<file path="config.mk">
export PLATFORM = sky130hd
export DESIGN_NAME = seq_compare_flat
export DESIGN_NICKNAME = d
export VERILOG_FILES = /design/src/rtl/seq_compare_pkg.sv /design/src/rtl/seq_compare_if.sv /design/src/rtl/seq_compare_cmp_chunk.sv /design/src/rtl/seq_compare.sv /design/src/flat_wrapper.sv
export SDC_FILE = /design/constraint.sdc
export NUM_CORES = 1
export LEC_CHECK = 0
export ABC_AREA = 1
export CAP_MARGIN = 20
export CORE_ASPECT_RATIO = 2
export CORE_MARGIN = 8
export CORE_UTILIZATION = 25
export CTS_CLUSTER_SIZE = 28
export DETAILED_ROUTE_END_ITERATION = 8
export PLACE_DENSITY_LB_ADDON = 0.2
export SYNTH_ARGS = -nofsm -noshare
export SYNTH_HDL_FRONTEND = slang
export SYNTH_SLANG_ARGS = --single-unit
</file>
<file path="constraint.sdc">
create_clock -name clock -period 2.2 [get_ports clock]
set_input_delay 0.44 -clock clock [delete_from_list [all_inputs] [get_ports clock]]
set_output_delay 0.44 -clock clock [all_outputs]
set_load 0.03 [all_outputs]
</file>
<file path="src/rtl/seq_compare_pkg.sv">
// Shared encodings for the sequential magnitude comparator: FSM states,
// result bit positions and a small index-width helper.
package seq_compare_pkg;

  localparam logic [1:0] ST_IDLE = 2'd0;
  localparam logic [1:0] ST_SCAN = 2'd1;
  localparam logic [1:0] ST_DONE = 2'd2;

  localparam int RES_LT = 0;
  localparam int RES_EQ = 1;
  localparam int RES_GT = 2;

  // Chunk index needs at least one bit even when there is a single chunk.
  function automatic int idx_width(input int n);
    return (n <= 1) ? 1 : $clog2(n);
  endfunction

endpackage

</file>
<file path="src/rtl/seq_compare_if.sv">
// Operand/result handshake bundle for seq_compare; master is the ALU side,
// slave is the comparator.
interface seq_compare_if #(
  parameter int WIDTH = 32
) ();

  logic             in_valid;
  logic             in_ready;
  logic [WIDTH-1:0] op_a;
  logic [WIDTH-1:0] op_b;
  logic             is_signed;
  logic             out_valid;
  logic             out_ready;
  logic             lt;
  logic             eq;
  logic             gt;
  logic             busy;

  modport master (
    output in_valid, op_a, op_b, is_signed, out_ready,
    input  in_ready, out_valid, lt, eq, gt, busy
  );

  modport slave (
    input  in_valid, op_a, op_b, is_signed, out_ready,
    output in_ready, out_valid, lt, eq, gt, busy
  );

endinterface

</file>
<file path="src/rtl/seq_compare_cmp_chunk.sv">
// Combinational DIGIT-bit unsigned compare; with DIGIT=1 this is the ALU's
// original single-bit less-than slice.
module seq_compare_cmp_chunk #(
  parameter int DIGIT = 8
) (
  input  logic [DIGIT-1:0] a,
  input  logic [DIGIT-1:0] b,
  output logic             chunk_lt,
  output logic             chunk_eq
);

  assign chunk_lt = (a < b);
  assign chunk_eq = (a == b);

endmodule

</file>
<file path="src/rtl/seq_compare.sv">
// Multi-cycle MSB-first magnitude comparator, DIGIT bits per cycle, signed or unsigned per op.
// Optional build macro SEQ_COMPARE_EARLY_EXIT_EN: leave SCAN on the first differing chunk.
module seq_compare
  import seq_compare_pkg::*;
#(
  parameter int WIDTH = 32,
  parameter int DIGIT = 8
) (
  input  logic          clock,
  input  logic          reset,
  seq_compare_if.slave  bus
);

  localparam int NCHUNK = WIDTH / DIGIT;
  localparam int IW     = idx_width(NCHUNK);
  localparam logic [IW-1:0]    LAST     = IW'(NCHUNK - 1);
  localparam logic [WIDTH-1:0] MSB_MASK = WIDTH'(1) << (WIDTH - 1);

  generate
    if ((DIGIT < 1) || (WIDTH % DIGIT != 0)) begin : g_bad_digit
      $error("seq_compare: WIDTH must be a non-zero multiple of DIGIT");
    end
  endgenerate

  logic [1:0]       state;
  logic [WIDTH-1:0] a_r;
  logic [WIDTH-1:0] b_r;
  logic [IW-1:0]    idx;
  logic             decided;
  logic [2:0]       res;

  logic [DIGIT-1:0] a_cur;
  logic [DIGIT-1:0] b_cur;
  logic             chunk_lt;
  logic             chunk_eq;
  logic             hit;
  logic             last;
  logic             scan_end;

  generate
    if (NCHUNK == 1) begin : g_one_chunk
      assign a_cur = a_r;
      assign b_cur = b_r;
    end else begin : g_chunks
      logic [DIGIT-1:0] a_ch [NCHUNK];
      logic [DIGIT-1:0] b_ch [NCHUNK];
      for (genvar i = 0; i < NCHUNK; i++) begin : g_slice
        assign a_ch[i] = a_r[i*DIGIT +: DIGIT];
        assign b_ch[i] = b_r[i*DIGIT +: DIGIT];
      end
      assign a_cur = a_ch[idx];
      assign b_cur = b_ch[idx];
    end
  endgenerate

  seq_compare_cmp_chunk #(.DIGIT(DIGIT)) u_cmp (
    .a        (a_cur),
    .b        (b_cur),
    .chunk_lt (chunk_lt),
    .chunk_eq (chunk_eq)
  );

  // Only the most significant differing chunk decides; later chunks are don't-care.
  assign hit  = !decided && !chunk_eq;
  assign last = (idx == '0);

`ifdef SEQ_COMPARE_EARLY_EXIT_EN
  assign scan_end = last || hit;
`else
  assign scan_end = last;
`endif

  always_ff @(posedge clock) begin
    if (reset) begin
      state   <= ST_IDLE;
      a_r     <= '0;
      b_r     <= '0;
      idx     <= '0;
      decided <= 1'b0;
      res     <= '0;
    end else begin
      case (state)
        ST_IDLE: begin
          if (bus.in_valid) begin
            // MSB flip maps two's-complement order onto unsigned order.
            a_r     <= bus.op_a ^ ({WIDTH{bus.is_signed}} & MSB_MASK);
            b_r     <= bus.op_b ^ ({WIDTH{bus.is_signed}} & MSB_MASK);
            idx     <= LAST;
            decided <= 1'b0;
            res     <= '0;
            state   <= ST_SCAN;
          end
        end
        ST_SCAN: begin
          if (hit) begin
            res[RES_LT] <= chunk_lt;
            res[RES_GT] <= !chunk_lt;
            decided     <= 1'b1;
          end else if (last && !decided) begin
            res[RES_EQ] <= 1'b1;
          end
          if (scan_end) begin
            state <= ST_DONE;
          end else begin
            idx <= idx - 1'b1;
          end
        end
        ST_DONE: begin
          if (bus.out_ready) begin
            state <= ST_IDLE;
          end
        end
        default: state <= ST_IDLE;
      endcase
    end
  end

  assign bus.in_ready  = (state == ST_IDLE);
  assign bus.out_valid = (state == ST_DONE);
  assign bus.busy      = (state != ST_IDLE);
  assign bus.lt        = res[RES_LT];
  assign bus.eq        = res[RES_EQ];
  assign bus.gt        = res[RES_GT];

endmodule

</file>
<file path="src/flat_wrapper.sv">
// flat-port wrapper written by rule: the top's interface ports become plain ports
module seq_compare_flat import seq_compare_pkg::*;
#(
  parameter int WIDTH = 32,
  parameter int DIGIT = 8
)
  (clock, reset, bus_in_valid, bus_op_a, bus_op_b, bus_is_signed, bus_out_ready, bus_in_ready, bus_out_valid, bus_lt, bus_eq, bus_gt, bus_busy);
  seq_compare_if #(.WIDTH(WIDTH)) bus_i ();
  input  logic clock;
  input  logic reset;
  input wire logic [$bits(bus_i.in_valid)-1:0] bus_in_valid;
  input wire logic [$bits(bus_i.op_a)-1:0] bus_op_a;
  input wire logic [$bits(bus_i.op_b)-1:0] bus_op_b;
  input wire logic [$bits(bus_i.is_signed)-1:0] bus_is_signed;
  input wire logic [$bits(bus_i.out_ready)-1:0] bus_out_ready;
  output wire logic [$bits(bus_i.in_ready)-1:0] bus_in_ready;
  output wire logic [$bits(bus_i.out_valid)-1:0] bus_out_valid;
  output wire logic [$bits(bus_i.lt)-1:0] bus_lt;
  output wire logic [$bits(bus_i.eq)-1:0] bus_eq;
  output wire logic [$bits(bus_i.gt)-1:0] bus_gt;
  output wire logic [$bits(bus_i.busy)-1:0] bus_busy;
  assign bus_i.in_valid = bus_in_valid;
  assign bus_i.op_a = bus_op_a;
  assign bus_i.op_b = bus_op_b;
  assign bus_i.is_signed = bus_is_signed;
  assign bus_i.out_ready = bus_out_ready;
  assign bus_in_ready = bus_i.in_ready;
  assign bus_out_valid = bus_i.out_valid;
  assign bus_lt = bus_i.lt;
  assign bus_eq = bus_i.eq;
  assign bus_gt = bus_i.gt;
  assign bus_busy = bus_i.busy;
  seq_compare #(.WIDTH(WIDTH), .DIGIT(DIGIT)) u_core (.clock(clock), .reset(reset), .bus(bus_i));
endmodule
</file>
# == Yosys cells after proc, flatten, opt, wreduce, memory -nomap -nowiden ==
# Cells that the tools add are included.
# totals
register_bits,72
inputBits,69
output_inout_bits,6
word_cells,59
# classes
addsub,1
magnitude_cmp,2
n_eq_ne,10
mux,22
bitwise_logic,3
n_reduce_logical,14
# op_table
operator,n
$xor 32x32->32,2
$bmux 8 s2,2
$mux 8,4
$mux 2,5
$reduce_and 3->1,3
$eq 8x8->1,1
$lt 8x8->1,1
$ne 2x2->1 const B,4
$mux 1,6
$ne 2x1->1 const B,3
$pmux 2 s3,1
$pmux 3 s2,1
$logic_not 2->1,2
$pmux 2 s2,1
$reduce_and 4->1,1
$reduce_bool 2->1,2
$ge 3x3->1 const B,1
$logic_not 1->1,3
$mux 3,1
$not 2->3,1
$eq 2x1->1 const B,1
$eq 2x2->1 const B,1
$logic_and 1x1->1,2
$pmux 1 s2,1
other kinds (2),2

# == Longest topological paths before layout ==
# Gate-level depths: netlist of run 1.
# logic_depth
word_depth,9
mapped_depth,15
mapped_depth_nobuf,13

# == Cells and area by module ==
# A second synthesis of run 1 with hierarchy kept.
# unflattened
hier_cells,459
area_unflattened_um2,3283.1
# modules_own_cells
mod,instances,cells_each,area_per_inst_um2,seq_area_each_um2
seq_compare,1,422,3061.7,1441.4
seq_compare_cmp_chunk,1,37,221.5,0.0

# == Least setup slack after synthesis of run 1 ==
# No wires, ideal clock.
# synth_timing
kind,reg2reg
from,register u_core.idx[0]
to,register u_core.res[2]
setup_time_ns,0.116
t_arrival_ns,1.722
required_time_ns,2.084
setup_slack_ns,0.362
path_stages_with_launch,14
n_path_buf,2
synth_period_minus_slack_ns,1.838
cell_sequence,dfxtp_1 buf_2 inv_2 buf_2 nand2_1 a32o_1 ha_1 nand2_1 nor2_1 nand2_1 nand3_1 inv_1 nand2_1 a21oi_1
# synth_between
elab_chain_len,9
elab_cells_between_ends,16
cone_classes,order compare (1); eq/ne (2); mux (8); bitwise (1); reduce/logical (4)
# synth_lines
element,line,text
start: declaration,seq_compare.sv:28,logic [IW-1:0] idx;
start signal: assignment,seq_compare.sv:105,idx <= idx - 1'b1;
$not 2->3 (not written as such) *,"seq_compare.sv:51, seq_compare.sv:52",
"parallel branches: the longest is 8 deep, another holds $lt 8x8->1",-,
end signal: indexed assignment,seq_compare.sv:96,res[RES_LT] <= chunk_lt;
end signal: indexed assignment,seq_compare.sv:97,res[RES_GT] <= !chunk_lt;
end: declaration,seq_compare.sv:30,logic [2:0] res;
# Every way passes the cells marked *. The select of a mux whose other input is x is not followed.
# A chain may end at the register's enable or synchronous reset.

# == Final worst setup path of run 1 ==
# layout_timing
from,register u_core.state[1]
to,output port bus_out_valid
# layout_between
elab_chain_len,1
# layout_lines
element,line,text
start: declaration,seq_compare.sv:25,logic [1:0] state;
start signal: assignment,seq_compare.sv:75,state <= ST_IDLE;
start signal: assignment,seq_compare.sv:91,state <= ST_SCAN;
start signal: assignment,seq_compare.sv:103,state <= ST_DONE;
$eq 2x2->1,seq_compare.sv:119,assign bus.out_valid = (state == ST_DONE);
end: declaration,flat_wrapper.sv:17,output wire logic [$bits(bus_i.out_valid)-1:0] bus_out_valid;
# Every way passes these cells.

==> out/summary.txt, run 1 <==
Slowest-stage cell, CP - clkdlybuf4s50_1
area delta synth->final - 34.7%
final design utilization - 33.9%
drc violations - 0
pre-CTS WS - 91.9 ps
register bit total from synthesis - 72
setup ws final - 155 ps
buffers and inverters on the worst path - 2
largest net degree at the start of global routing - 38
Seq pwr share - 40.9%
Root Driver - clkbuf_16
CTS tree - built
met1 wire length - 3900 µm
Synth cell types - 22
multi-input combinational cell area - 1550 µm²
via count - 2993
fmax - 489 MHz
share of cells above drive strength 1 - 6.02%
Hold Slack - 480 ps
Reg area - 1440 µm²
1st-pass router iterations - 4
Max Root-Sink Buffers - 2
Comb pwr share - 24.5%
power density over cell area - 859 nW/µm²
syn nets - 525
crit-path max cell delay - 690 ps
num ports - 75
actual slew at the worst max-slew pin - 317 ps
most frequent cells in the layout - nor2_1 (150), clkdlybuf4s50_1 (74), dfxtp_1 (71)
switching share of power - 28.9%
DR top layer - met4
GRT Overall Usage - 11.3%
wire length per cell - 14.0 µm
Crit path arrival time - 1610 ps
crit end category - output port
area of the mapped netlist - 3230 µm²
DIE AREA - 17000 µm²
clock network power share - 34.6%
ant diodes - 0
Fin. Hold Viols - 0
first-pass GRT wire length - 14800 µm
routed length on met3 - 609 µm
sequential area share after synthesis - 44.6%
Final TNS setup - 0 ps
RSZ-0062 raised after global routing - false
most common cell after layout, fill and taps aside - nor2_1
YS warnings - 0
Reg2Reg Depth - 12
number of global-route vias before repair - 3044
CP max FO - 3
H-Tree Depth - 3
Cell Rows - 59
Hold Path Cell Cnt - 2
CTS sink count - 72
NetSw - 1.08 mW
port bufs - 74
class of the worst hold path - register to register
Tmin final - 2050 ps
Required @ worst endpoint - 1760 ps
critical path type - register to output port
Fillers - 1439
Worst Hold Launch - u_core.a_r[15]
Detailed Place HPWL - 6940 µm
FF-to-FF End - u_core.res[2]
detailed-route vias per instance - 4.49
total congestion overflow - 0
Slew HR - 78.8%
status - completed
die height - 177 µm
Max Cap Viol - 0
initial antenna violation count - 0
Initial Utilization - 25.2%
r2r setup slk - 180 ps
worst r2r src - u_core.idx[0]
CP Launch Type - register
total length of routed wires - 9320 µm
Nets - 591
Worst Hold End - u_core.a_r[15]
Post-DP Area - 4070 µm²
Worst-path clk slew - 50 ps
Die Width - 96.4 µm
Final Cell Area - 4360 µm²
GP Congestion - 0.766
CTS buffer count - 9
routed wl met2 - 4640 µm
internal power - 2.66 mW
max-slew violations - 0
syn_area_per_cell - 7.23 µm²
cell family with most CP delay - buffers and inverters
Core ar. - 12800 µm²
Syn Inst Count - 447
CP Cell Sequence - inv_1, nor2_1, clkdlybuf4s50_1
LEAKAGE - 1.76 nW
peak supply drop - 440 µV
remaining antenna violation count - 0
Clk Latency, worst-skew pair - 330 ps
Clock Skews - 3.10 ps
DRT iter0 DRCs - 168
Final setup violation count - 0
Final Cycle Share - 93.0%
crit path from - u_core.state[1]
[layer usage]
layer | track usage (%) | up-vias
met5 | 0 | -
li1 | - | 1597
met2 | 19.2 | 75
met4 | 4.58 | 0
met3 | 3.53 | 13
met1 | 12.5 | 1308
[power by group through the flow]
stage	Clock [mW]	Sequential, mW	Combinational, mW
2_1_floorplan	0	1.53	0.626
4_1_cts	1.34	1.53	0.924
6_report	1.30	1.53	0.917
5_1_grt	1.41	1.55	1.05
3_3_place_gp	0	1.55	0.908
3_5_place_dp	0	1.55	0.919
[repair_timing]
item                                    CTS  global route
endpoints found under the setup margin    0             3
setup buffers                             0             0
hold buffers                              0             0
gates resized for setup                   0             9
[layout make-up]
type	count	area share, %
Sequential cell	72	33.1
Inverter	14	1.44
Clock inverter	1	0.115
Clock buffer	12	5.89
Multi-Input combinational cell	331	35.6
Tap cell	152	4.37
Timing Repair Buffer	85	19.5
[registers in the layout, indices dropped and copies added (netlist names)]
| signal | flops |
|---|---|
| u_core.idx | 2 |
| u_core.res | 3 |
| u_core.decided | 1 |
| u_core.b_r | 32 |
| u_core.a_r | 32 |
| u_core.state | 2 |
[per-stage QoR]
stage               total power [mW]  instances
floorplan                       2.16        447
global placement                2.46        654
detailed placement              2.47        654
CTS                             3.79        667
global route                    4.00        667
finish                          3.74        667
[cell families after synthesis]
kind of cell,after synthesis,synth area share [%]
compound gates,118,19.8
xor+xnor,2,0.542
fa+ha+maj,9,3.48
buf+inv,44,7.47
flops,72,44.6
simple gates,202,24.1
[cell usage after synthesis]
master      n  area [µm²]
buf_6       5        56.3
o22ai_1    10        62.6
nand2_1    46         173
dfxtp_1    72        1440
inv_1      10        37.5
nand3_1     3        15.0
clkbuf_1    8        30.0
nand2_4     1        11.3
inv_4       1        6.26
xnor2_1     2        17.5
a32o_1      7        70.1
nor2_1    150         563
ha_1        9         113
nor2_2      1        6.26
inv_2       3        11.3
nor2_4      1        11.3
o21ai_1    40         200
a21o_1      1        7.51
buf_4       6        45.0
o21ai_0    43         215
buf_2      11        55.1
a21oi_1    17        85.1
[worst max-delay path by stage]
stage | end | slack, ps | cells after the start
after floorplan | u_core.res[2] | 360 | 13
after global placement | u_core.res[2] | 120 | 12
after detailed placement | u_core.res[2] | 90 | 12
after CTS | u_core.res[2] | 80 | 12
after global routing | u_core.res[2] | 40 | 12
final | bus_out_valid | 150 | 3
[worst min-delay path: stages (launching register included)]
cell	delay, ps
dfxtp_1	320
nor2_1	50
nor2_1	80
No activity file was read; power rests on OpenSTA's default activity.
==> run 2, diff against run 1 <==
==> constraint.sdc (replaced) <==
create_clock -name clock -period 2.2 [get_ports clock]
set_input_delay 0.22 -clock clock [delete_from_list [all_inputs] [get_ports clock]]
set_output_delay 0.22 -clock clock [all_outputs]
set_load 0.03 [all_outputs]
==> run 2 against run 1 <==
Effect of this change: clock-buffer cell count up 1; power up 1.7%; fmax up 3.4%; utilization up 0.17 points; flip-flop and latch count unchanged; non-clock buffer count down 2; clock power up 5%; clock skew up 2.0 ps; critical path type is now register to register; critical endpoint is now u_core.res[2]; largest cell class unchanged; highest routed layer unchanged.
==> out/summary.txt, run 2 (synthesis gave the netlist of run 1 again) <==
power density over cell area - 869 nW/µm² (was 859 nW/µm²)
GRT Overall Usage - 11.4% (was 11.3%)
CP Launch Type - register (unchanged)
CTS tree - built (unchanged)
Initial Utilization - 25.2% (unchanged)
Worst Hold Launch - u_core.a_r[15] (unchanged)
most common cell after layout, fill and taps aside - nor2_1 (unchanged)
GP Congestion - 0.801 (was 0.766)
Core ar. - 12800 µm² (unchanged)
Final TNS setup - 0 ps (unchanged)
crit path from - u_core.idx[0] (was u_core.state[1])
CTS buffer count - 9 (unchanged)
Final setup violation count - 0 (unchanged)
DIE AREA - 17000 µm² (unchanged)
die height - 177 µm (unchanged)
wire length per cell - 13.9 µm (was 14.0 µm)
Cell Rows - 59 (unchanged)
Max Root-Sink Buffers - 2 (unchanged)
Nets - 590 (was 591)
pre-CTS WS - 113 ps (was 91.9 ps)
most frequent cells in the layout - nor2_1 (150), clkdlybuf4s50_1 (74), dfxtp_1 (71) (unchanged)
top flop regs - u_core.a_r (32), u_core.b_r (32), u_core.res (3) (unchanged)
Max Cap Viol - 0 (unchanged)
Slew HR - 76.6% (was 78.8%)
remaining antenna violation count - 0 (unchanged)
internal power - 2.70 mW (was 2.66 mW)
clock network power share - 36.0% (was 34.6%)
Tmin final - 1980 ps (was 2050 ps)
Setup crit end - u_core.res[2] (was bus_out_valid)
class of the worst hold path - register to register (unchanged)
crit end category - register (was output port)
worst r2r src - u_core.idx[0] (unchanged)
DRT iter0 DRCs - 104 (was 168)
max-slew violations - 0 (unchanged)
Final Cycle Share - 89.9% (was 93.0%)
critical path type - register to register (was register to output port)
status - completed (unchanged)
final design utilization - 34.1% (was 33.9%)
H-Tree Depth - 3 (unchanged)
r2r setup slk - 220 ps (was 180 ps)
Detailed Place HPWL - 6830 µm (was 6940 µm)
Clk Latency, worst-skew pair - 330 ps (about the same)
port bufs - 74 (unchanged)
Die Width - 96.4 µm (unchanged)
detailed-route vias per instance - 4.51 (was 4.49)
cell total after placement - 652 (was 654)
setup ws final - 222 ps (was 155 ps)
area delta synth->final - 35.4% (was 34.7%)
1st-pass router iterations - 4 (unchanged)
Seq pwr share - 40.2% (was 40.9%)
drc violations - 0 (unchanged)
Root Driver - clkbuf_16 (unchanged)
FF-to-FF End - u_core.res[2] (unchanged)
first-pass GRT wire length - 15000 µm (was 14800 µm)
total length of routed wires - 9310 µm (was 9320 µm)
RSZ-0062 raised after global routing - false (unchanged)
CTS sink count - 72 (unchanged)
total congestion overflow - 0 (unchanged)
peak supply drop - 446 µV (was 440 µV)
CP max FO - 32 (was 3)
NetSw - 1.11 mW (was 1.08 mW)
Fin. Hold Viols - 0 (unchanged)
fmax - 506 MHz (was 489 MHz)
LEAKAGE - 1.77 nW (was 1.76 nW)
Worst-path clk slew - 60 ps (was 50 ps)
initial antenna violation count - 0 (unchanged)
largest net degree at the start of global routing - 35 (was 38)
share of cells above drive strength 1 - 6.38% (was 6.02%)
Clock Skews - 5.05 ps (was 3.10 ps)
ant diodes - 0 (unchanged)
via count - 3015 (was 2993)
actual slew at the worst max-slew pin - 351 ps (was 317 ps)
switching share of power - 29.0% (was 28.9%)
Comb pwr share - 23.8% (was 24.5%)
Required @ worst endpoint - 2420 ps (was 1760 ps)
Crit path arrival time - 2190 ps (was 1610 ps)
Non-Filler Instances - 669 (was 667)
number of global-route vias before repair - 3078 (was 3044)
Reg2Reg Depth - 11 (was 12)
num ports - 75 (unchanged)
[run 2: worst min-delay path by stage]
stage | endpoint | slack [ps] | depth (start not counted)
after floorplan | u_core.res[2] | 290 | 1
after global placement | u_core.b_r[16] | 460 | 2
after detailed placement | u_core.b_r[16] | 470 | 2
after CTS | u_core.a_r[21] | 480 | 3
after global routing | u_core.a_r[21] | 510 | 3
final | u_core.a_r[15] | 480 | 2
[run 2: stage by stage]
| step | power [mW] | area [µm²] | hold WS, ps |
|---|---|---|---|
| after detailed placement | 2.46 | 4070 | 474 |
| after global routing | 4.06 | 4380 | 505 |
| after CTS | 3.85 | 4360 | 477 |
| after floorplan | 2.16 | 3230 | 289 |
| after global placement | 2.46 | 4070 | 461 |
| final | 3.81 | 4380 | 482 |
[run 2: metal layers]
metal | wire length, µm | share of wire, % | global-route usage [%]
met4 | 220 | 2.4 | 5.09
met1 | 3860 | 41 | 12.9
met5 | 0 | 0 | 0
met3 | 641 | 6.9 | 3.57
met2 | 4590 | 49 | 19.0
[run 2: power by group through the flow]
stage	combinational (mW)	sequential, mW	clock [mW]
CTS	0.916	1.53	1.41
finish	0.905	1.53	1.37
detailed placement	0.912	1.55	0
floorplan	0.626	1.53	0
global route	1.04	1.55	1.47
global placement	0.903	1.55	0
[run 2: cell type report]
type	instances	area [µm²]
clock buffer	13	270
clock inverter	3	15.0
fill	1442	8470
inverter	14	62.6
multi-input combinational	331	1550
sequential	72	1440
tap	152	190
timing repair buffer	83	841
timing repair inverter	1	5.00
[run 2: worst max-delay path, cell delays in order (launching register included)]
cell and delay [ps]:
dfxtp_2 390, buf_8 220, nand2_1 70, a32o_1 270
ha_1 270, nand2_1 60, nor2_1 140, nand2_1 70
nand3_1 150, inv_1 70, nand2_1 70, a21oi_1 60
[run 2: what timing repair did]
item                                    CTS  global route
resized for setup                         0             8
buffers inserted                          0             0
endpoints found under the setup margin    0             2
hold buffers                              0             0
